### config.mk
export PLATFORM = sky130hd
export DESIGN_NAME = square_duty_generator
export DESIGN_NICKNAME = d
export VERILOG_FILES = /design/src/rtl/gba_sound_pkg.sv /design/src/rtl/square_duty_generator_length_counter.sv /design/src/rtl/square_duty_generator.sv
export SDC_FILE = /design/constraint.sdc
export NUM_CORES = 1
export LEC_CHECK = 0
export ABC_AREA = 1
export BUFFER_PORTS_ARGS = -buffer_cell sky130_fd_sc_hd__buf_2
export CAP_MARGIN = 10
export CORE_MARGIN = 5
export CORE_UTILIZATION = 50
export CTS_CLUSTER_DIAMETER = 80
export CTS_CLUSTER_SIZE = 10
export DETAILED_ROUTE_END_ITERATION = 7
export PLACE_DENSITY = 0.72
export SYNTH_ARGS = -nofsm -noshare
export SYNTH_HDL_FRONTEND = slang
export SYNTH_SLANG_ARGS = --single-unit
### constraint.sdc
create_clock -name clock -period 1.7 [get_ports clock]
set_input_delay 0.34 -clock clock [delete_from_list [all_inputs] [get_ports clock]]
set_output_delay 0.34 -clock clock [all_outputs]
set_load 0.01 [all_outputs]
### src/rtl/gba_sound_pkg.sv
// Shared sound-channel definitions: duty waveform rows, frequency width and
// length-counter full scale used by the square and noise channels.
package gba_sound_pkg;

    localparam int FREQ_W  = 11;
    localparam int LEN_MAX = 64;

    typedef enum logic [1:0] {
        DUTY_12 = 2'd0,
        DUTY_25 = 2'd1,
        DUTY_50 = 2'd2,
        DUTY_75 = 2'd3
    } duty_t;

    // Bit n of a row is the waveform level at duty step n.
    localparam logic [7:0] DUTY_TABLE [4] = '{
        8'b0000_0001,
        8'b1000_0001,
        8'b1000_0111,
        8'b0111_1110
    };

    function automatic logic duty_level(input duty_t duty, input logic [2:0] step);
        logic [7:0] row;
        row = DUTY_TABLE[duty];
        return row[step];
    endfunction

endpackage

### src/rtl/square_duty_generator_length_counter.sv
// Length counter shared by channels 1, 2 and 4: loads from a 6-bit field,
// counts down on the 256 Hz tick and pulses o_expire on the 1->0 step.
module length_counter
    import gba_sound_pkg::*;
#(
    parameter int LEN_FULL = LEN_MAX
) (
    input  logic       clock,
    input  logic       reset_n,
    input  logic       i_load,
    input  logic [5:0] i_load_val,
    input  logic       i_tick,
    input  logic       i_enable,
    input  logic       i_trigger,
    output logic       o_expire
);

    localparam logic [6:0] FULL = 7'(LEN_FULL);

    logic [6:0] r_count;
    logic [6:0] w_loaded;
    logic [6:0] w_next;
    logic       w_dec;

    // A register write lands before a same-cycle trigger looks at the count,
    // and a trigger always swallows a same-cycle length clock.
    always_comb begin
        w_loaded = i_load ? (FULL - {1'b0, i_load_val}) : r_count;
        w_dec    = i_tick && i_enable && !i_trigger && !i_load && (r_count != 7'd0);
        w_next   = w_loaded;
        if (i_trigger && (w_loaded == 7'd0)) begin
            w_next = FULL;
        end else if (w_dec) begin
            w_next = r_count - 7'd1;
        end
    end

    assign o_expire = w_dec && (r_count == 7'd1);

    always_ff @(posedge clock or negedge reset_n) begin
        if (!reset_n) begin
            r_count <= 7'd0;
        end else begin
            r_count <= w_next;
        end
    end

endmodule

### src/rtl/square_duty_generator.sv
// Channel 1 tone stage: period timer, 8-step duty sequencer, length gating and
// the registered 4-bit sample handed to the mixer.
module square_duty_generator
    import gba_sound_pkg::FREQ_W, gba_sound_pkg::duty_t, gba_sound_pkg::duty_level;
#(
    parameter int PRESCALE = 4,
    parameter int LEN_MAX  = 64
) (
    input  logic              clock,
    input  logic              reset_n,
    input  logic              timer_tick,
    input  logic              tick_256,
    input  logic [FREQ_W-1:0] freq,
    input  logic              sweep_ok,
    input  logic [7:0]        nr11,
    input  logic              nr11_wr,
    input  logic              length_en,
    input  logic              trigger,
    input  logic [3:0]        volume,
    output logic              active,
    output logic [3:0]        sample
);

    localparam int TIMER_W = FREQ_W + $clog2(PRESCALE);

    logic [TIMER_W-1:0] r_timer;
    logic [2:0]         r_duty_step;
    logic               r_active;
    logic [3:0]         r_sample;

    logic [TIMER_W:0]   w_reload_full;
    logic [TIMER_W-1:0] w_reload;
    logic               w_advance;
    logic               w_expire;
    logic               w_level;

    // freq=0 would need one bit more than the timer holds; it saturates instead.
    assign w_reload_full = (TIMER_W+1)'((12'd2048 - {1'b0, freq}) * PRESCALE);
    assign w_reload      = w_reload_full[TIMER_W] ? '1 : w_reload_full[TIMER_W-1:0];

    assign w_advance = timer_tick && !trigger && (r_timer <= TIMER_W'(1));
    assign w_level   = duty_level(duty_t'(nr11[7:6]), r_duty_step);

    length_counter #(
        .LEN_FULL (LEN_MAX)
    ) u_length (
        .clock      (clock),
        .reset_n    (reset_n),
        .i_load     (nr11_wr),
        .i_load_val (nr11[5:0]),
        .i_tick     (tick_256),
        .i_enable   (length_en),
        .i_trigger  (trigger),
        .o_expire   (w_expire)
    );

    always_ff @(posedge clock or negedge reset_n) begin
        if (!reset_n) begin
            r_timer     <= '0;
            r_duty_step <= 3'd0;
        end else begin
            if (trigger || w_advance) begin
                r_timer <= w_reload;
            end else if (timer_tick) begin
                r_timer <= r_timer - TIMER_W'(1);
            end
            if (w_advance) begin
                r_duty_step <= r_duty_step + 3'd1;
            end
        end
    end

    // The timer keeps running while the channel is off; only the sample is gated.
    always_ff @(posedge clock or negedge reset_n) begin
        if (!reset_n) begin
            r_active <= 1'b0;
            r_sample <= 4'h0;
        end else begin
            if (trigger && sweep_ok) begin
                r_active <= 1'b1;
            end else if (!sweep_ok || w_expire) begin
                r_active <= 1'b0;
            end
            r_sample <= (r_active && w_level) ? volume : 4'h0;
        end
    end

    assign active = r_active;
    assign sample = r_sample;

endmodule

==> qor.csv <==
stage,metric,value,unit
sta,final hold vios,0,
synth,Post-synth EDFFs,0,
clocking,clk_lat worst skew,270,ps
global_route,number of global-route vias before repair,2147,
sta,Final WS setup,92.00,ps
synth,Post-synth ARST share,100.0,%
finish,fill cell count,444,
route,DRT Wirelength,5308,um
sta,period utilization,94.59,%
critical_path,RR Startpoint,r_timer[2],
sta,Slew Limit Fails,0,
finish,P&R area growth vs syn,15.99,%
outcome,result of the run,"complete, no violations",
power,total power,0.001845,W
synth,Synth Register Bits,28,
finish,diode count,0,
clocking,CTS tree,yes,
route,Vias/cell,5.133,
sta,fin crit period,1608,ps
route,1st-iter DRT viols,83,
critical_path,critical path class,flop to flop,
global_route,first-pass GRT wire length,8963,um
route,total number of vias,2351,
floorplanning,die width,77.95,um
placed_design,Port Buf Inserts,35,
floorplanning,# rows,24,
synth,Post-synth top cells,"nand2_1, inv_1, nor2_1",
sta,Max Clock Freq,0.6219,GHz
power,VDD IR max,0.6076,mV
clocking,Hold Buf Count CTS,0,
finish,share of post-route cells with drive strength above 1,17.00,%
placed_design,GP Congestion,0.8510,
synth,largest area contributor in the netlist,dfrtp_1,
floorplanning,chip height,77.95,um
route,# DRC,0,
route,WL/cell,11.59,um
global_route,All-Layer GR Usage,17.26,%
synth,sequential area share after synthesis,30.35,%
finish,Nets,448,
run,Max Cap Violations,0,
clocking,H-tree depth,1,
global_route,final global-route overflow total,0,
route,first drt pass iteration count,4,
clocking,Max Root-Sink Buffers,2,
synth,Gate Count Post-Synth,363,
sta,RSZ-0062 raised after global routing,true,
synth,"Top FF cell, synth",dfrtp_1,
power,PwrDens,689.0,nW/um^2
critical_path,"Arr. time, crit path",1820,ps
sta,worst rel slew slack,58.12,%
critical_path,Worst Setup SP,r_timer[2],
synth,Syn. warnings,0,
synth,Mapped Nets,404,
placed_design,pre-CTS WS,64.98,ps
global_route,largest net degree at the start of global routing,29,
synth,Mapped Area,2308,um^2
synth,top-count cell post-synth,nand2_1,
floorplanning,DIE AREA,6075,um^2
critical_path,crit-path max FO,15,
route,post-detailed-route count of antenna-violating nets,0,
clocking,root buffer cell,clkbuf_8,
sta,final setup violation count,0,
floorplanning,Initial Util,52.30,%
sta,Setup Skew,6.904,ps
synth,post-synth top area share,30.35,%
finish,Final Util,60.66,%
clocking,"CTS clk-pin slew, worst paths",100,ps
floorplanning,Core Region,4414,um^2
clocking,Clock Sinks,28,
clocking,total CTS buffers,3,
critical_path,"Req. time, crit path",1910,ps
placed_design,DP HPWL,4032,um
sta,measured slew at the worst slew-check pin,628.1,ps
critical_path,crit end category,flop,
power,Static Leak,1.457,nW
critical_path,reg2reg setup slack,90,ps
global_route,initial antenna violation count,0,
synth,library cells used by synthesis,29,
synth,syn_area_per_cell,6.359,um^2
synth,Synth area leaders,"dfrtp_1, nand2_1, nand3_1",
critical_path,Startpoint Class,flop,
floorplanning,I/O pins,36,
min_path,hold crit path type,primary input to asynchronous set/reset pin,
routing by layer:
metal  wire (um)  vias up  GRT usage [%]
met5           0        -              0
met3         303       10          2.315
met1        2446     1034          23.68
met2        2450       75          28.71
li1            -     1232              -
met4         107        0          4.223
placed cells by master (no fill, tap or decap):
| cell type | netlist | routed |
|---|---|---|
| nand2_1 | 127 | 126 |
| inv_1 | 45 | 45 |
| nor2_1 | 45 | 41 |
| nand3_1 | 37 | 37 |
| buf_2 | 0 | 35 |
| dfrtp_1 | 28 | 26 |
| o21ai_0 | 15 | 15 |
| buf_4 | 3 | 10 |
| ha_1 | 10 | 9 |
| xor2_1 | 6 | 6 |
| nor2_2 | 3 | 6 |
| nand3b_1 | 6 | 6 |
| xnor2_1 | 5 | 5 |
| nor3_1 | 4 | 4 |
| or2_2 | 4 | 4 |
| a21oi_1 | 4 | 4 |
| clkbuf_8 | 0 | 4 |
| nand4_1 | 3 | 3 |
| o211ai_1 | 2 | 2 |
| o22ai_1 | 2 | 2 |
| nor2_4 | 1 | 2 |
| nand2_2 | 1 | 2 |
| nand2_8 | 0 | 2 |
| dfrtp_2 | 0 | 2 |
| o21ai_1 | 1 | 1 |
| mux2i_1 | 1 | 1 |
| a22oi_1 | 1 | 1 |
| or2_0 | 1 | 1 |
| a21boi_0 | 1 | 1 |
| o21bai_1 | 1 | 1 |
| ha_2 | 0 | 1 |
| nand2_4 | 2 | 1 |
worst max-delay path, stage by stage (launching register included):
cell,delay [ps]
dfrtp_2,460
nor2_1,130
nand2_2,110
nor2_1,120
nand2_1,80
nand2_2,120
nand2_8,120
nand2_8,120
nand2_1,80
nand2_1,80
nand2_1,60
nand2_1,70
registers in the layout, summed over array words and instances (netlist names):
signal / cells
r_timer: 13
u_length.r_count: 7
r_duty_step: 3
active: 1
sample: 4
path summary, 6_finish.rpt:
| check | endpoint | cells past startpoint |
|---|---|---|
| min in group clock | sample[3] | 3 |
| setup / recovery | r_timer[11] | 11 |
| max in group asynchronous | r_timer[5] | 1 |
| setup reg to reg | r_timer[11] | 11 |
| hold / removal | u_length.r_count[6] | 1 |
| hold reg to reg | r_timer[1] | 2 |
cells by family after synthesis:
logic type	count (synthesis)	share of synthesized area, %
and+or+nand+nor	234	43.52
buffers and inverters	52	9.593
AOI/OAI and AO/OA	27	6.504
DFF	28	30.35
muxes	1	0.4336
xor gates and xnor gates	11	4.173
adders and majority gates	10	5.420
cell type report:
class                           count  area [um^2]  share of cell area (%)
Sequential cell                    28        703.2                   26.26
Clock buffer                        4        55.05                   2.056
Tap cell                           52        65.06                   2.430
Inverter                           45        168.9                   6.308
Timing Repair Buffer               45        250.2                   9.346
Multi-Input combinational cell    284         1435                   53.60
metrics by stage:
step | cell area (um^2) | TNS, ps | std cells | hold slack [ps]
floorplan | 2308 | 0 | 363 | 44.41
global placement | 2549 | 0 | 450 | 401.4
detailed placement | 2549 | 0 | 450 | 410.1
CTS | 2604 | 0 | 454 | 107.0
global route | 2678 | -192.7 | 458 | 124.1
finish | 2678 | 0 | 458 | 79.05
where the power goes:
| part | leakage, nW | switching (W) | internal (W) | total [W] |
|---|---|---|---|---|
| sequential | 0.344 | 0.0000910 | 0.000744 | 0.000835 |
| combinational | 1.08 | 0.000351 | 0.000249 | 0.000600 |
| clock | 0.0288 | 0.000202 | 0.000207 | 0.000409 |
| total | 1.46 | 0.000644 | 0.00120 | 0.00184 |
what timing repair did:
item / in CTS / in global routing
gates resized for setup: 0 / 11
buffers inserted: 0 / 3
endpoints found under the setup margin: 0 / 13
(Power assumes the default switching activity.)
